--- src/rtl/edge_scan_ctrl.sv ---
// Scan sequencer for the edge-detection datapath: row-major then column-major
// raster with frame-buffer address. Optional blank-frame timeout: EDGE_SCAN_TIMEOUT_EN.
module edge_scan_ctrl #(
    parameter int H_ACTIVE   = 640,
    parameter int V_ACTIVE   = 480,
    parameter int ADDR_W     = 19,
    parameter int MAX_PASSES = 2
) (
    input  logic              clk,
    input  logic              rst,
    input  logic              en,
    input  logic              iStart,
    input  logic [1:0]        iFinish,
    output logic [9:0]        oRow,
    output logic [9:0]        oCol,
    output logic [ADDR_W-1:0] oAddr,
    output logic              oHscan,
    output logic              oVscan,
    output logic              oClear,
    output logic              oBusy,
    output logic              oDone,
    output logic              oErr
);

    if ((64'(1) << ADDR_W) < 64'(H_ACTIVE) * 64'(V_ACTIVE)) begin : g_bad_addr_w
        $error("ADDR_W too small for H_ACTIVE*V_ACTIVE");
    end
    if (MAX_PASSES < 1) begin : g_bad_max_passes
        $error("MAX_PASSES must be at least 1");
    end

    typedef enum logic [2:0] {IDLE, CLEAR, HSCAN, VSCAN, DONE} state_t;

    state_t     state_q, state_d;
    logic [9:0] row_q, row_d, col_q, col_d;
    logic       hscan_q, hscan_d, vscan_q, vscan_d;
    logic       clear_q, clear_d, busy_q, busy_d, done_q, done_d;
    logic       last_col, last_row, frame_wrap;

    assign last_col = (col_q == 10'(H_ACTIVE - 1));
    assign last_row = (row_q == 10'(V_ACTIVE - 1));

`ifdef EDGE_SCAN_TIMEOUT_EN
    localparam int PASS_W = $clog2(MAX_PASSES + 1);
    logic [PASS_W-1:0] pass_q, pass_d;
    logic              err_q, err_d;
`endif

    always_comb begin
        state_d    = state_q;
        row_d      = row_q;
        col_d      = col_q;
        frame_wrap = 1'b0;
        case (state_q)
            IDLE, DONE: begin
                if (iStart) begin
                    state_d = CLEAR;
                    row_d   = '0;
                    col_d   = '0;
                end
            end
            CLEAR: begin
                state_d = HSCAN;
                row_d   = '0;
                col_d   = '0;
            end
            HSCAN: begin
                // bounds-found wins over stepping, even when paused
                if (iFinish[0]) begin
                    state_d = VSCAN;
                    row_d   = '0;
                    col_d   = '0;
                end else if (en) begin
                    if (last_col) begin
                        col_d = '0;
                        if (last_row) begin
                            row_d      = '0;
                            frame_wrap = 1'b1;
                        end else begin
                            row_d = row_q + 10'd1;
                        end
                    end else begin
                        col_d = col_q + 10'd1;
                    end
                end
            end
            VSCAN: begin
                if (iFinish[1]) begin
                    state_d = DONE;
                end else if (en) begin
                    if (last_row) begin
                        row_d = '0;
                        if (last_col) begin
                            col_d      = '0;
                            frame_wrap = 1'b1;
                        end else begin
                            col_d = col_q + 10'd1;
                        end
                    end else begin
                        row_d = row_q + 10'd1;
                    end
                end
            end
            default: state_d = IDLE;
        endcase

`ifdef EDGE_SCAN_TIMEOUT_EN
        pass_d = pass_q;
        err_d  = err_q;
        if (state_d == CLEAR) begin
            err_d  = 1'b0;
            pass_d = '0;
        end else if (state_q == HSCAN && state_d == VSCAN) begin
            pass_d = '0;
        end else if (frame_wrap) begin
            pass_d = pass_q + 1'b1;
            if (pass_d == PASS_W'(MAX_PASSES)) begin
                state_d = DONE;
                err_d   = 1'b1;
            end
        end
`endif

        // outputs are registered, so they are decoded from the next state
        clear_d = (state_d == CLEAR);
        busy_d  = (state_d == CLEAR) || (state_d == HSCAN) || (state_d == VSCAN);
        done_d  = (state_d == DONE);
        hscan_d = (state_d == HSCAN) && en;
        vscan_d = (state_d == VSCAN) && en;
    end

    always_ff @(posedge clk or negedge rst) begin
        if (!rst) begin
            state_q <= IDLE;
            row_q   <= '0;
            col_q   <= '0;
            hscan_q <= 1'b0;
            vscan_q <= 1'b0;
            clear_q <= 1'b0;
            busy_q  <= 1'b0;
            done_q  <= 1'b0;
`ifdef EDGE_SCAN_TIMEOUT_EN
            pass_q  <= '0;
            err_q   <= 1'b0;
`endif
        end else begin
            state_q <= state_d;
            row_q   <= row_d;
            col_q   <= col_d;
            hscan_q <= hscan_d;
            vscan_q <= vscan_d;
            clear_q <= clear_d;
            busy_q  <= busy_d;
            done_q  <= done_d;
`ifdef EDGE_SCAN_TIMEOUT_EN
            pass_q  <= pass_d;
            err_q   <= err_d;
`endif
        end
    end

    assign oRow   = row_q;
    assign oCol   = col_q;
    assign oAddr  = ADDR_W'(row_q) * ADDR_W'(H_ACTIVE) + ADDR_W'(col_q);
    assign oHscan = hscan_q;
    assign oVscan = vscan_q;
    assign oClear = clear_q;
    assign oBusy  = busy_q;
    assign oDone  = done_q;
`ifdef EDGE_SCAN_TIMEOUT_EN
    assign oErr   = err_q;
`else
    assign oErr   = 1'b0;
`endif

endmodule

--- config.mk ---
export PLATFORM = sky130hd
export DESIGN_NAME = edge_scan_ctrl
export DESIGN_NICKNAME = d
export VERILOG_FILES = /design/src/rtl/edge_scan_ctrl.sv
export SDC_FILE = /design/constraint.sdc
export NUM_CORES = 1
export LEC_CHECK = 0
export BUFFER_PORTS_ARGS = -buffer_cell sky130_fd_sc_hd__buf_2
export CORE_MARGIN = 3
export CORE_UTILIZATION = 51
export CTS_BUF_LIST = sky130_fd_sc_hd__clkbuf_8
export CTS_CLUSTER_DIAMETER = 40
export CTS_CLUSTER_SIZE = 28
export DETAILED_ROUTE_END_ITERATION = 8
export PLACE_DENSITY = 0.79
export SLEW_MARGIN = 10
export SYNTH_ARGS = -nofsm -noshare
export SYNTH_HDL_FRONTEND = slang
export SYNTH_SLANG_ARGS = --single-unit
--- constraint.sdc ---
create_clock -name clk -period 3.2 [get_ports clk]
set_clock_uncertainty 0.05 [all_clocks]
set_input_delay 0.8 -clock clk [delete_from_list [all_inputs] [get_ports clk]]
set_output_delay 0.8 -clock clk [all_outputs]
set_load 0.03 [all_outputs]
=== Yosys cells after proc, flatten, opt, wreduce, memory -nomap -nowiden ===
Index checks and enable logic that the tools add are counted.

* $add $sub $neg: 3
* Multiply operators: 1
* Equality and inequality tests: 16
* Multiplexer cells: 19
* Reduce and logical (&&, ||, !) cells: 9

{| class="wikitable"
|+ Operators with widths
! kind !! number
|-
| $mux W10 || 13
|-
| $pmux W10 S4 || 2
|-
| $add A10 B1 Y10 const B || 2
|-
| $add A19 B10 Y19 || 1
|-
| $eq A3 B2 Y1 const B || 4
|-
| $mul A10 B3 Y12 const B || 1
|-
| $pmux W3 S4 || 1
|-
| $reduce_and A6 Y1 || 2
|-
| $eq A10 B10 Y1 const B || 1
|-
| $eq A10 B9 Y1 const B || 1
|-
| $mux W3 || 3
|-
| $ne A2 B2 Y1 const B || 4
|-
| $eq A3 B1 Y1 const B || 2
|-
| $eq A3 B3 Y1 const B || 2
|-
| $ne A3 B3 Y1 const B || 2
|-
| $reduce_bool A4 Y1 || 1
|-
| $logic_not A3 Y1 || 1
|-
| $logic_and A1 B1 Y1 || 2
|-
| $logic_or A1 B1 Y1 || 2
|-
| $reduce_or A2 Y1 || 1
|}

* Bits in registers: 28
* Bits of input ports: 6
* Output and inout port bits: 45
* Logic and storage cells: 56

=== Logic depth before layout (Yosys ltp) ===
Gate-level depths: netlist of the first run.

* Depth in word-level cells: 6
* Mapped depth: 10
* Mapped depth without buffers: 10

=== Least setup slack after synthesis of the first run ===
Ideal clock, no wire load.

* Path type: flip-flop to output port
* Start point: reg row_q[1], in the netlist oRow[1]
* End point: out oAddr[18]
* Arrival time: 2.777 ns
* Data required time: 2.350 ns
* Path slack: -0.427 ns
* Cell stages (with the launch flop): 11
* Path buffers: 0
* Cells stage by stage: dfrtp_1 > ha_1 > ha_1 > inv_1 > fa_1 > nand2b_1 > a21oi_1 > a31oi_1 > o21ai_0 > xnor2_1 > xnor2_1

* Longest elaborated chain between the ends: 2

{| class="wikitable"
|+ Ends and longest elaborated chain
! what !! line !! text
|-
| start, declared || 35 || <nowiki>logic [9:0] row_q, row_d, col_q, col_d;</nowiki>
|-
| start signal, assigned || 148 || <nowiki>row_q <= row_d;</nowiki>
|-
| $mul A10 B3 Y12 || 164 || <nowiki>assign oAddr = ADDR_W'(row_q) * ADDR_W'(H_ACTIVE) + ADDR_W'(col_q);</nowiki>
|-
| $add A19 B10 Y19 || 164 ||
|-
| end, declared || 16 || <nowiki>output logic [ADDR_W-1:0] oAddr,</nowiki>
|}

No other way between the ends.

=== Final worst setup path of the first run ===
* Start point: reg row_q[3], in the netlist oRow[3]
* End point: out oAddr[18]

The elaborated chain is that of the path after synthesis.

==> results.toml, run 1 <==
[cells_and_area]
fin_util_pct = 72.5
final_common_cell = "buf_2"
nets = 352
final_area_mm2 = 0.00294
fillers = 323
multi_input_area_mm2 = 0.00149
mostFrequentLayoutCells = "42 x buf_2, 41 x buf_4, 28 x o21ai_0"
diodes = 0
drive_above_1_share_pct = 41.0
seq_area_um2 = 709
areaGrowthSynthToFinish_pct = 34.3

[grt]
grt_use_total_pct = 20.0
grt_max_degree = 29
gr-total-overflow = 0
antenna_found_initial = 0
grt_pass1_vias = 1907
grt_pass1_wl_mm = 8.34

[clocking]
cts_root_buf = "clkbuf_8"
numCtsBuffers = 3
clock-sinks = 28
clkLatencyLatePin_ps = 280
path_clk_slew_ps = 90
clk_path_buf_depth = 2
cts_tree = "built"
htree_levels = 1

[power]
worst_ir_drop_vdd_mv = 0.496
p_leak_nw = 1.53
p_int_mw = 0.802
sequentialPowerShare_pct = 33.2
power.density_mw_per_mm2 = 512
p_sw_share_pct = 46.7
p_comb_share_pct = 52.4
p_sw_mw = 0.702
total_power_mw = 1.50
p_clk_share_pct = 14.4

[sta]
fmax_ghz = 0.282
rsz0062_at_grt = "true"
period_minus_slack_ps = 3550
setup_viol = 6
slew_headroom_pct = 60.5
fin_crit_sh_pct = 111
setup_ws_ps = -350
slew_violations = 0
hold_viol = 0
whs_ps = 460
tightest_slew_ps = 593

[synth]
synth_ff_type = "dfrtp_1"
yosysSeqAreaShare_pct = 32.0
synth_edf_count = 0
syn_nets = 274
netlist_area_mm2 = 0.00219
yosysWarnings = 0
ys_types = 43
synth-seq-cells = 28
async_flop_share_pct = 100
synth.avg_cell_area_um2 = 8.94
syn_inst = 245

[critical_path]
path_class = "flop to primary output"
critPathMaxFanout = 4
critPathLaunchType = "flop"
slowest_stage = "dfrtp_2"
path_cells = "ha_4 -> ha_4 -> inv_2 -> fa_2 -> nand2b_4 -> a21oi_4 -> xor2_2 -> nand4_1 -> nor3_2 -> xnor2_2 -> buf_6"
crit_arrival_ps = 2700
critPathMostFrequentCell = "ha_4"
worstReg2RegStart = "oRow[1]"
crit_required_ps = 2350
slowest_delay_ps = 450
r2r-end = "oRow[5]"
r2r_cells = 7
crit_path_end_kind = "primary output"
regToRegSetupSlack_ps = 850

[outcome]
run_status = "complete, but fails checks"
violations = "negative setup slack"

[routing]
via_per_inst = 5.35
drtAntennaViolNets = 0
via_count = 1989
drc_errors = 0
routed_wirelength_mm = 4.84
first_pass_iters = 4
wl_per_cell_um = 13.0
drtIter0Drc = 48

[placement]
dp_hpwl_mm = 3.71
dp_slack_ps = -196
portBuffers = 49
placed_area_mm2 = 0.00277
place.gp.congestion = 0.835

[floorplan]
initial_utilization_pct = 54.0
coreArea_mm2 = 0.00406
rows = 23
die_area_mm2 = 0.00512
fp.dieW_um = 71.5
ios = 51
die_h_um = 71.5

[run]
drv_cap = 0

[min_path]
hold_class = "primary input to asynchronous set/reset pin"
[worst max-delay path by stage]
| stage | from | slack (ps) | end | cells after the start |
|---|---|---|---|---|
| global placement | oRow[3] | -110 | oAddr[18] | 11 |
| finish | oRow[3] | -350 | oAddr[18] | 11 |
| detailed placement | oRow[3] | -200 | oAddr[18] | 11 |
| global route | oRow[3] | -490 | oAddr[18] | 11 |
| CTS | oRow[3] | -400 | oAddr[17] | 11 |
| floorplan | oRow[1] | -170 | oAddr[18] | 10 |
[repair_timing]
| action | in CTS | in global routing |
|---|---|---|
| hold buffers | 0 | 0 |
| setup endpoints to repair | 6 | 7 |
| pin swaps | 16 | 4 |
| gates resized for setup | 17 | 6 |
| gates cloned | 0 | 0 |
| setup buffers | 4 | 0 |
[stage by stage]
step	TNS, ps	instances
after global placement	-218	364
after floorplan	-508	245
after detailed placement	-472	364
after CTS	-1620	372
final	-1530	372
after global routing	-2270	372
[power by group through the flow]
stage / Clock [mW] / Combinational (mW) / Sequential [mW]
floorplan: 0 / 0.572 / 0.571
global placement: 0 / 0.777 / 0.499
detailed placement: 0 / 0.788 / 0.503
CTS: 0.223 / 0.794 / 0.498
global route: 0.241 / 0.879 / 0.511
finish: 0.217 / 0.788 / 0.500
[flip-flops by register name, indices dropped and copies added, names as in the netlist]
| name | count |
|---|---|
| oBusy | 1 |
| oClear | 1 |
| oCol | 10 |
| oDone | 1 |
| oHscan | 1 |
| oRow | 10 |
| oVscan | 1 |
| state_q | 3 |
[cell type report]
cell class / count / area share (%)
Multi-Input combinational cell: 188 / 50.8
Sequential cell: 28 / 24.1
Timing Repair Buffer: 87 / 19.1
Tap cell: 50 / 2.13
Inverter: 15 / 1.91
Clock buffer: 4 / 1.87
[routing by layer]
layer | GRT usage [%] | wire, um | vias to the layer above
li1 | - | - | 1006
met1 | 25.3 | 2130 | 940
met2 | 35.7 | 2490 | 37
met3 | 2.24 | 163 | 6
met4 | 5.85 | 67 | 0
met5 | 0 | 0 | -
[worst max-delay path, delay by kind of cell (launching register included)]
kind	cells	cell delay, ps
simple gates	3	520
xor+xnor	2	340
fa+ha+maj	3	740
buf+inv	2	190
flops	1	450
compound gates	1	180
[Yosys cell counts (all sizes together), types with 2 or more instances]
library cell,instances,area share [%]
o21ai,30,7.5
dfrtp,28,32
nor2,22,3.8
ha,21,12
inv,15,2.6
nand2,15,2.6
buf,12,4.6
xor2,10,4.0
nand3,9,2.1
xnor2,8,3.2
and3,7,2.0
nand2b,7,2.0
o31ai,7,2.4
a21o,5,1.7
nor2b,5,1.4
nor3,5,1.1
a21oi,4,0.91
or2,4,1.1
a31oi,3,0.86
nand4,3,0.86
a22o,2,0.80
a32o,2,0.91
and4,2,0.80
clkbuf,2,0.34
fa,2,1.8
nand3b,2,0.69
[kinds of logic (layout without fill, tap and decap cells)]
group / Yosys count / in the layout / share of synthesized area [%]
buffers and inverters: 29 / 106 / 7.54
other: 1 / 1 / 0.171
AO/OA/AOI/OAI: 60 / 60 / 19.0
adder cells (fa/ha/maj): 23 / 23 / 13.8
flip-flops: 28 / 28 / 32.0
AND/OR/NAND/NOR: 86 / 86 / 20.3
XOR/XNOR: 18 / 18 / 7.20
Note: power is estimated with default switching activity, not from simulation.
==> run 2, diff against run 1 <==
CORE_ASPECT_RATIO = 0.75   (was default)
CTS_CLUSTER_SIZE = 16   (was 28)
==> run 2 against run 1 <==
Compared with the run above: the flow still finishes with violations (negative setup slack); die area increased by 0.16%; via count rose by 7.8%; setup slack got worse by 110 ps; register-to-register slack worse by 140 ps; worst hold slack gained 22 ps; wire length is 26% higher; critical path depth unchanged; largest power group unchanged; non-clock buffer count up 3; final cell count is 1.3% higher; largest cell class unchanged; critical path type unchanged.
==> results.toml, run 2 (same netlist as run 1, synthesis figures left out) <==
[outcome]
run_status = "complete, but fails checks"
violations = "negative setup slack"

[critical_path]
path_buf_inv = 2
cp_top_family = "adder cells"
critPathLaunchType = "flop"
critPathMostFrequentCell = "ha_4"
r2r_cells = 7
slowest_stage = "dfrtp_2"
cp.depth = 11
slowest_delay_ps = 450
crit_required_ps = 2350
crit_arrival_ps = 2810
critPathMaxFanout = 3
crit_path_end_kind = "primary output"
path_class = "flop to primary output"
path_cells = "ha_4 -> ha_4 -> inv_2 -> fa_2 -> nand2b_4 -> a21oi_4 -> xor2_2 -> nand4_1 -> nor3_2 -> xnor2_2 -> buf_6"

[routing]
drc_errors = 0
drtAntennaViolNets = 0
first_pass_iters = 5
routed_wirelength_mm = 6.09
via_count = 2144
wl_per_cell_um = 16.2
drtIter0Drc = 139
via_per_inst = 5.69

[power]
p_comb_share_pct = 55.0
worst_ir_drop_vdd_mv = 0.655
p_clk_share_pct = 12.5
total_power_mw = 1.53
p_sw_mw = 0.748
sequentialPowerShare_pct = 32.5
p_int_mw = 0.785
power.density_mw_per_mm2 = 511
p_leak_nw = 1.56
p_sw_share_pct = 48.8

[grt]
gr-total-overflow = 0
grt_pass1_vias = 2000
grt_use_total_pct = 24.8
grt_pass1_wl_mm = 10.2
grt_max_degree = 29
antenna_found_initial = 0

[placement]
place.gp.congestion = 0.818
placed_area_mm2 = 0.00278
portBuffers = 49
dp_hpwl_mm = 4.30
dp_slack_ps = -218

[cells_and_area]
diodes = 0
fin_util_pct = 77.0
drive_above_1_share_pct = 41.2
final_common_cell = "buf_2"
final_area_mm2 = 0.00300
nets = 355
areaGrowthSynthToFinish_pct = 37.1
fillers = 268
mostFrequentLayoutCells = "42 x buf_2, 40 x buf_4, 28 x o21ai_0"

[clocking]
path_clk_slew_ps = 90
clock-sinks = 28
clk_path_buf_depth = 2
htree_levels = 1
numCtsBuffers = 3
cts_hold_buf = 0
cts_tree = "built"
clkLatencyLatePin_ps = 270
cts_root_buf = "clkbuf_8"

[sta]
fmax_ghz = 0.273
setup_ws_ps = -457
tightest_slew_ps = 625
slew_headroom_pct = 58.3
fin_crit_sh_pct = 114
fin_tns_setup_ps = -2230
hold_viol = 0
setup_viol = 6
period_minus_slack_ps = 3660
rsz0062_at_grt = "true"
slew_violations = 0

[floorplan]
ios = 51
coreArea_mm2 = 0.00390
initial_utilization_pct = 56.2
die_area_mm2 = 0.00512
rows = 19
die_h_um = 62.7
fp.dieW_um = 81.7

[run]
drv_cap = 0

[min_path]
hold_class = "primary input to asynchronous set/reset pin"
## run 2: final timing paths
| check | start | end | slack, ps |
|---|---|---|---|
| hold / removal | rst | oRow[0] | 480 |
| min in group clk | oCol[3] | oCol[3] | 510 |
| hold reg to reg | oCol[3] | oCol[3] | 510 |
| setup / recovery | oRow[3] | oAddr[17] | -460 |
| setup reg to reg | oRow[0] | oRow[5] | 710 |
| max in group asynchronous | rst | oRow[7] | 2170 |
## run 2: power groups by stage
| stage | clock network, mW | logic (mW) | registers (mW) |
|---|---|---|---|
| after floorplan | 0 | 0.572 | 0.571 |
| after global placement | 0 | 0.781 | 0.497 |
| after detailed placement | 0 | 0.802 | 0.502 |
| after CTS | 0.195 | 0.819 | 0.496 |
| after global routing | 0.205 | 0.917 | 0.508 |
| final | 0.192 | 0.843 | 0.498 |
## run 2: worst register-to-register path, stage by stage (launching register included)
cell and delay [ps]:
dfrtp_2 420, buf_4 170, ha_1 250, and3_1 250, and4_1 220, or2_1 330, or2_1 380, o41ai_2 330
## run 2: timing repair
item                                    CTS  global route
pin swaps                                17             4
buffers inserted                          5             1
endpoints found under the setup margin    6             7
resized for setup                        25             3
## run 2: area by class of cell
class | count | area (um^2) | area share [%]
Clock buffer | 3 | 41.3 | 1.38
Clock inverter | 1 | 3.75 | 0.125
Inverter | 15 | 56.3 | 1.88
Multi-Input combinational cell | 188 | 1530 | 50.8
Sequential cell | 28 | 709 | 23.6
Tap cell | 52 | 65.1 | 2.17
Timing Repair Buffer | 90 | 601 | 20.0
## run 2: metrics by stage
| step | hold slack, ps | std cells |
|---|---|---|
| 2_1_floorplan | 454 | 245 |
| 3_3_place_gp | 487 | 367 |
| 3_5_place_dp | 499 | 367 |
| 4_1_cts | 509 | 376 |
| 5_1_grt | 524 | 377 |
| 6_report | 483 | 377 |
## run 2: per-layer routing
layer,vias to the layer above,routed length (um),track usage [%]
li1,1011,-,-
met1,1031,2740,36.0
met2,90,2880,39.5
met3,12,399,4.32
met4,0,71,3.32
met5,-,0,0
==> run 3, diff against run 2 <==
CELL_PAD_IN_SITES_DETAIL_PLACEMENT = 0   (was default)
CELL_PAD_IN_SITES_GLOBAL_PLACEMENT = 1   (was default)
CORE_UTILIZATION = 38   (was 51)
PLACE_DENSITY = default   (was 0.79)
PLACE_DENSITY_LB_ADDON = 0.1   (was default)
==> run 3 against run 2 <==
Compared with the run above: the flow still finishes with violations (negative setup slack); setup slack better by 100 ps; via count decreased by 7.7%; final area increased by 2.0%; die area increased by 31%; final cell count increased by 6.4%; critical path depth unchanged; non-clock buffer count up 1; flip-flop and latch count did not move; combinational power decreased by 3.7%.
==> results.toml, run 3 (same netlist as run 1, synthesis figures left out) <==
[sta]
fin_crit_sh_pct = 111
rsz0062_at_grt = "true"
slew_headroom_pct = 32.4
setup_viol = 6
whs_ps = 474
setup_ws_ps = -356
tightest_slew_ps = 1000
fmax_ghz = 0.281
period_minus_slack_ps = 3560
hold_viol = 0
slew_violations = 0

[critical_path]
crit_path_end_kind = "primary output"
path_buf_inv = 2
crit_required_ps = 2350
slowest_delay_ps = 450
path_cells = "ha_4 -> ha_4 -> inv_2 -> fa_2 -> nand2b_4 -> a21oi_4 -> xor2_2 -> nand4_1 -> nor3_2 -> xnor2_2 -> buf_6"
crit_arrival_ps = 2710
critPathMostFrequentCell = "ha_4"
critPathLaunchType = "flop"
startpoint = "oRow[3]"
critPathMaxFanout = 4
worstReg2RegStart = "oRow[1]"
slowest_stage = "dfrtp_2"
cp_top_family = "adder cells"
path_class = "flop to primary output"

[clocking]
clock-sinks = 28
cts_root_buf = "clkbuf_8"
path_clk_slew_ps = 100
clkLatencyLatePin_ps = 280
cts_tree = "built"
cts_hold_buf = 0
htree_levels = 1
numCtsBuffers = 3
clk_path_buf_depth = 2

[min_path]
hold_class = "primary input to asynchronous set/reset pin"

[power]
worst_ir_drop_vdd_mv = 0.419
p_leak_nw = 1.54
total_power_mw = 1.59
power.density_mw_per_mm2 = 518

[routing]
via_per_inst = 4.94
drtIter0Drc = 62
routed_wirelength_mm = 5.34
wl_per_cell_um = 13.3
first_pass_iters = 4
drc_errors = 0
via_count = 1979
drtAntennaViolNets = 0

[placement]
portBuffers = 49
dp_hpwl_mm = 4.12
place.gp.congestion = 0.767

[cells_and_area]
seq_area_um2 = 709
multi_input_area_mm2 = 0.00154
final_common_cell = "buf_4"
nets = 356
drive_above_1_share_pct = 42.6
areaGrowthSynthToFinish_pct = 39.9
diodes = 0
mostFrequentLayoutCells = "44 x buf_4, 43 x buf_2, 27 x o21ai_0"
fillers = 505

[floorplan]
coreArea_mm2 = 0.00547
rows = 23
ios = 51
initial_utilization_pct = 40.0
die_h_um = 71.7
fp.dieW_um = 93.7
die_area_mm2 = 0.00672

[grt]
grt_pass1_wl_mm = 8.92
grt_use_total_pct = 16.6
grt_pass1_vias = 1825
gr-total-overflow = 0
grt_max_degree = 29
antenna_found_initial = 0

[outcome]
violations = "negative setup slack"
run_status = "complete, but fails checks"

[run]
drv_cap = 0
[run 3: final timing paths]
kind / end / slack (ps) / cells after the start
max: oAddr[18] / -360 / 11
min: oCol[8] / 470 / 1
max reg2reg: oCol[2] / 530 / 7
min reg2reg: oCol[3] / 510 / 1
max in group asynchronous: oRow[7] / 2180 / 1
min in group clk: oCol[3] / 510 / 1
[run 3: final cells by class]
cell class / count / share of cell area [%]
Multi-Input combinational cell: 188 / 50.3
Clock inverter: 1 / 0.980
Timing Repair Buffer: 91 / 19.3
Tap cell: 75 / 3.06
Inverter: 15 / 1.84
Sequential cell: 28 / 23.2
Clock buffer: 3 / 1.35
[run 3: through the flow]
step	setup slack (ps)	setup TNS, ps	cell area (um^2)	cells	utilization [%]
floorplan	-172	-508	2310	245	-
global placement	-179	-388	2830	393	51.8
global route	-474	-2290	3060	401	56.0
CTS	-370	-1610	3060	401	55.9
finish	-356	-1530	3060	401	56.0
detailed placement	-207	-588	2830	393	51.8
[run 3: power breakdown]
group | total [mW] | internal, mW | switching (mW)
sequential | 0.494 | 0.418 | 0.0762
combinational | 0.812 | 0.279 | 0.533
clock | 0.282 | 0.168 | 0.115
total | 1.59 | 0.865 | 0.724
[run 3: worst register-to-register path, cell delays in order, from the launching register on]
cell and delay [ps]:
dfrtp_2 430, buf_4 170, ha_1 210, and3_1 230
and4_1 210, o21ai_0 780, nand2b_1 340, o21ai_0 130
[run 3: repair_timing]
action / in CTS / in global routing
buffers inserted: 4 / 1
gates resized for setup: 23 / 3
endpoints found under the setup margin: 6 / 7
pin swaps: 11 / 0
hold endpoints to repair: 0 / 0
[run 3: per-layer routing]
layer	GRT usage (%)	routed length, um
met2	23.9	2140
met4	2.24	32
met3	3.36	195
met1	26.1	2970
met5	0	0
